--- config.mk ---
export PLATFORM = sky130hd
export DESIGN_NAME = vga_timing_gen
export DESIGN_NICKNAME = d
export VERILOG_FILES = /design/src/rtl/vga_timing_gen.sv
export SDC_FILE = /design/constraint.sdc
export NUM_CORES = 1
export LEC_CHECK = 0
export CAP_MARGIN = 10
export CORE_MARGIN = 1
export CORE_UTILIZATION = 40
export DETAILED_ROUTE_END_ITERATION = 6
export GPL_ROUTABILITY_DRIVEN = 0
export PLACE_DENSITY = 0.65
export SLEW_MARGIN = 10
export SYNTH_ARGS = -nofsm -noshare
export SYNTH_HDL_FRONTEND = slang
export SYNTH_SLANG_ARGS = --single-unit
--- constraint.sdc ---
create_clock -name i_clk -period 2.72 [get_ports i_clk]
set_clock_uncertainty 0.1 [all_clocks]
set_input_delay 0.816 -clock i_clk [delete_from_list [all_inputs] [get_ports i_clk]]
set_output_delay 0.816 -clock i_clk [all_outputs]
set_load 0.05 [all_outputs]
--- src/rtl/vga_timing_gen.sv ---
// rtl/vga_timing_gen.sv - VGA raster counters, sync/DE decode and pixel-slot delay line
// Decode is computed from the next counter values so de/syncs never lag x/y.
module vga_timing_gen #(
    parameter int H_ACTIVE  = 640,
    parameter int H_FP      = 16,
    parameter int H_SYNC    = 96,
    parameter int H_BP      = 48,
    parameter int V_ACTIVE  = 480,
    parameter int V_FP      = 10,
    parameter int V_SYNC    = 2,
    parameter int V_BP      = 33,
    parameter int SYNC_NEG  = 1,
    parameter int ALIGN_DLY = 1
) (
    input  logic        i_clk,
    input  logic        i_rst,
    input  logic        i_pix_en,
    output logic [11:0] o_x,
    output logic [11:0] o_y,
    output logic        o_de,
    output logic        o_hsync,
    output logic        o_vsync,
    output logic        o_frame_start,
    output logic        o_de_d,
    output logic        o_hsync_d,
    output logic        o_vsync_d
);
    localparam int H_TOTAL = H_ACTIVE + H_FP + H_SYNC + H_BP;
    localparam int V_TOTAL = V_ACTIVE + V_FP + V_SYNC + V_BP;

    localparam logic [11:0] H_MAX  = 12'(H_TOTAL - 1);
    localparam logic [11:0] V_MAX  = 12'(V_TOTAL - 1);
    localparam logic [11:0] H_VIS  = 12'(H_ACTIVE);
    localparam logic [11:0] V_VIS  = 12'(V_ACTIVE);
    localparam logic [11:0] HS_ON  = 12'(H_ACTIVE + H_FP);
    localparam logic [11:0] HS_OFF = 12'(H_ACTIVE + H_FP + H_SYNC);
    localparam logic [11:0] VS_ON  = 12'(V_ACTIVE + V_FP);
    localparam logic [11:0] VS_OFF = 12'(V_ACTIVE + V_FP + V_SYNC);

    localparam logic       SYNC_IDLE = (SYNC_NEG != 0);
    localparam logic [2:0] DLY_IDLE  = {1'b0, SYNC_IDLE, SYNC_IDLE};

    logic [11:0] x, y, x_nxt, y_nxt;
    logic        de, hsync, vsync, frame_start;
    logic        de_nxt, hs_nxt, vs_nxt;
    logic [2:0]  dly_out;

    always_comb begin
        x_nxt = x;
        y_nxt = y;
        if (x == H_MAX) begin
            x_nxt = '0;
            y_nxt = (y == V_MAX) ? '0 : y + 12'd1;
        end else begin
            x_nxt = x + 12'd1;
        end
        de_nxt = (x_nxt < H_VIS) && (y_nxt < V_VIS);
        hs_nxt = ((x_nxt >= HS_ON) && (x_nxt < HS_OFF)) ? ~SYNC_IDLE : SYNC_IDLE;
        vs_nxt = ((y_nxt >= VS_ON) && (y_nxt < VS_OFF)) ? ~SYNC_IDLE : SYNC_IDLE;
    end

    // Reset parks the counters on the last slot so the first strobe wraps into (0,0)
    always_ff @(posedge i_clk) begin
        if (i_rst) begin
            x           <= H_MAX;
            y           <= V_MAX;
            de          <= 1'b0;
            hsync       <= SYNC_IDLE;
            vsync       <= SYNC_IDLE;
            frame_start <= 1'b0;
        end else begin
            frame_start <= i_pix_en && (x_nxt == '0) && (y_nxt == '0);
            if (i_pix_en) begin
                x     <= x_nxt;
                y     <= y_nxt;
                de    <= de_nxt;
                hsync <= hs_nxt;
                vsync <= vs_nxt;
            end
        end
    end

    generate
        if (ALIGN_DLY == 0) begin : g_nodly
            assign dly_out = {de, hsync, vsync};
        end else begin : g_dly
            logic [2:0] stage [ALIGN_DLY];
            always_ff @(posedge i_clk) begin
                if (i_rst) begin
                    for (int i = 0; i < ALIGN_DLY; i++) stage[i] <= DLY_IDLE;
                end else if (i_pix_en) begin
                    stage[0] <= {de, hsync, vsync};
                    for (int i = 1; i < ALIGN_DLY; i++) stage[i] <= stage[i-1];
                end
            end
            assign dly_out = stage[ALIGN_DLY-1];
        end
    endgenerate

    assign o_x           = x;
    assign o_y           = y;
    assign o_de          = de;
    assign o_hsync       = hsync;
    assign o_vsync       = vsync;
    assign o_frame_start = frame_start;
    assign o_de_d        = dly_out[2];
    assign o_hsync_d     = dly_out[1];
    assign o_vsync_d     = dly_out[0];
endmodule

==> run_results.csv <==
group,metric,value,unit
outcome,status,"finished clean",
timing,rsz0062_at_grt,"false",
synthesis,syn_area_per_cell,8.038,sq um
worst_hold_path,hp-class,"flip-flop to flip-flop",
final_layout,diodes,0,
flow_run,maxCapViolCount,0,
synthesis,synth_edf_count,3,
synthesis,async_flop_share,0,%
synthesis,syn_inst,264,
setup_path,path_class,"flip-flop to primary output",
final_layout,area_delta_synth_final,20.75,%
timing,worst_pin_slew,0.5739,ns
placement,port_buffers,33,
clock_tree,cts_tree,"built",
final_layout,drive_above_1_share,9.864,%
timing,hold_ws,0.4039,ns
setup_path,cp.required,1.80,ns
placement,place_hpwl,3700,um
setup_path,slowest_stage,"clkdlybuf4s50_1",
power_and_ir_drop,intPower,0.8617,mW
power_and_ir_drop,seqPwrFrac,39.5,%
setup_path,crit_path_cell_trace,"clkdlybuf4s50_1",
power_and_ir_drop,total_power,1.333,mW
drt,drt_iter0_drc,130,
clock_tree,cts_resized,0,
die,dieArea,0.005600,sq mm
setup_path,crit_path_max_incr_delay,0.88,ns
die,initial_utilization,41.55,%
timing,report.final.slew_viol_count,0,
power_and_ir_drop,ir_drop,0.2324,mV
die,die_h,74.84,um
die,die_w,74.84,um
power_and_ir_drop,pwr-share-comb,30.4,%
timing,fin_setup_tns,0,ns
grt,grt.total_usage,20.10,%
power_and_ir_drop,leakage,0.9491,nW
clock_tree,path_clk_slew,0.06,ns
setup_path,cp-end-kind,"primary output",
clock_tree,cts_buffer_depth,2,
placement,dp.cells,356,
timing,min_period_over_period,96.45,%
timing,relSlewSlack,61.69,%
setup_path,crit_path_start_kind,"flip-flop",
drt,routed_wl,5146,um
die,core_region_area,0.005107,sq mm
placement,pre_cts_slack,0.2579,ns
setup_path,crit_arrival,1.71,ns
synthesis,synth_nets,270,
timing,hold_viol_final,0,
drt,drt_pass1_iterations,4,
clock_tree,numCtsBuffers,5,
grt,grt_pass1_vias,1794,
clock_tree,cts_root_buffer,"clkbuf_8",
clock_tree,cts_hold_buf,0,
power_and_ir_drop,p_per_area,520.1,mW/mm^2
clock_tree,h-tree-depth,2,
setup_path,crit_family,"buffers and inverters",
synthesis,ys_ff_latch,31,
final_layout,fin_nets,299,
synthesis,syn_area,0.002122,sq mm
power_and_ir_drop,p_clk_share,30.1,%
synthesis,synth_ff_type,"dfxtp_1",
die,std_cell_rows,26,
drt,avgRoutedWirePerCell,14.14,um
grt,antenna_found_initial,0,
timing,fin_ws,0.09659,ns
timing,setup_viol,0,
drt,num_vias,2071,
die,io_pins,34,
grt,grt_pass1_wl,8576,um
drt,viasPerCell,5.690,
timing,fmaxAchievable,381.2,MHz
final_layout,final_cells,364,
clock_tree,clkLatencyLatePin,0.29,ns
clock_tree,cts_setup_buffers,0,
grt,grt_start_max_net_pins,23,
power_and_ir_drop,p_sw,0.4710,mW
setup_path,critPathBufInv,1,
clock_tree,clock-sinks,31,
setup_path,cp_max_fo,13,
setup_path,rrSetupSlack,0.24,ns
synthesis,yosysSeqAreaShare,30.66,%
drt,drc,0,
drt,final_antenna_net_count,0,
synthesis,yosysWarningCount,0,
grt,grt_overflow,0,
timing,fin_crit,2.623,ns
power_and_ir_drop,swShare,35.34,%
synthesis,ys_types,60,
area by class of cell:
type	instances	area, sq um
Sequential cell	31	650.6
Multi-Input combinational cell	205	1301
Clock buffer	8	100.1
Inverter	8	30.03
Fill cell	528	2545
Timing Repair Buffer	42	392.9
Tap cell	70	87.58
synthesized netlist by cell type (3+ instances only):
master,n,area share (%)
a211o_1,3,1.2
a21oi_1,16,3.8
a31oi_1,4,1.2
and3_1,10,2.9
and4_1,4,1.7
buf_2,4,0.94
buf_4,3,1.1
buf_6,6,3.2
clkbuf_1,5,0.88
dfxtp_1,28,26
edfxtp_1,3,4.2
ha_1,3,1.8
inv_1,7,1.2
nand2_1,21,3.7
nand2b_1,3,0.88
nand3_1,11,2.6
nand4_1,11,3.2
nor2_1,28,5.0
nor3_1,11,2.6
nor4_1,5,1.5
o2111ai_1,3,1.2
o21ai_0,15,3.5
o31ai_1,3,1.1
or3_1,3,0.88
xnor2_1,4,1.7
xor2_1,10,4.1
worst paths after layout:
kind                        start                  endpoint  cells past startpoint
min reg2reg  o_hsync$_SDFFE_PP1P_      o_hsync$_SDFFE_PP1P_                      2
max           o_x[2]$_SDFFE_PP1P_                    o_x[2]                      1
max reg2reg   o_x[0]$_SDFFE_PP1P_  o_frame_start$_SDFF_PP0_                      7
min          o_hsync$_SDFFE_PP1P_      o_hsync$_SDFFE_PP1P_                      2
worst min-delay path, delay by kind of cell, from the launching register on:
kind	cells	cell delay (ns)
AOI/OAI and AO/OA	1	0.04
DFF	1	0.32
and+or+nand+nor	1	0.10
metal layers:
metal | global-route usage (%) | vias to the layer above | share of wire [%]
met5 | 0 | - | 0
met4 | 6.918 | 0 | 1.4
met2 | 31.03 | 54 | 45
met1 | 28.13 | 974 | 48
li1 | - | 1037 | -
met3 | 3.748 | 6 | 5.5
cells in the final DEF (no fill, tap or decap), types with 3 or more instances in the layout:
| cell type | count |
|---|---|
| clkdlybuf4s50_1 | 31 |
| nor2_1 | 28 |
| dfxtp_1 | 28 |
| nand2_1 | 21 |
| a21oi_1 | 16 |
| o21ai_0 | 15 |
| nand3_1 | 11 |
| nand4_1 | 11 |
| nor3_1 | 11 |
| buf_4 | 11 |
| xor2_1 | 10 |
| and3_1 | 10 |
| inv_1 | 7 |
| clkbuf_8 | 7 |
| nor4_1 | 5 |
| and4_1 | 4 |
| a31oi_1 | 4 |
| xnor2_1 | 4 |
| a211o_1 | 3 |
| nand2b_1 | 3 |
| o31ai_1 | 3 |
| or3_1 | 3 |
| o2111ai_1 | 3 |
| ha_1 | 3 |
| edfxtp_1 | 3 |
registers in the layout, summed over array words and instances, names as in the netlist:
signal	cells
o_de	1
g_dly.stage	3
o_frame_start	1
o_vsync	1
o_y	12
o_hsync	1
o_x	12
power groups by stage:
stage | clock network (mW) | registers (mW) | logic [mW]
after floorplan | 0 | 0.590 | 0.259
after global placement | 0 | 0.536 | 0.403
after detailed placement | 0 | 0.536 | 0.405
after CTS | 0.419 | 0.526 | 0.406
after global routing | 0.432 | 0.532 | 0.443
final | 0.401 | 0.526 | 0.406
kinds of logic (layout without fill, tap and decap cells):
kind of cell / after synthesis / after routing / share of synthesized area, %
adders and majority gates: 3 / 3 / 1.769
DFF: 31 / 31 / 30.66
and+or+nand+nor: 126 / 126 / 33.96
muxes: 2 / 2 / 1.002
AOI/OAI and AO/OA: 60 / 60 / 18.81
xor gates and xnor gates: 14 / 14 / 5.778
buffers and inverters: 28 / 58 / 8.019
through the flow:
stage | instance area, sq um | util, %
CTS | 2562 | 50.17
global placement | 2462 | 48.21
global route | 2562 | 50.17
detailed placement | 2462 | 48.21
floorplan | 2122 | -
finish | 2562 | 50.17
(Power assumes the default switching activity.)
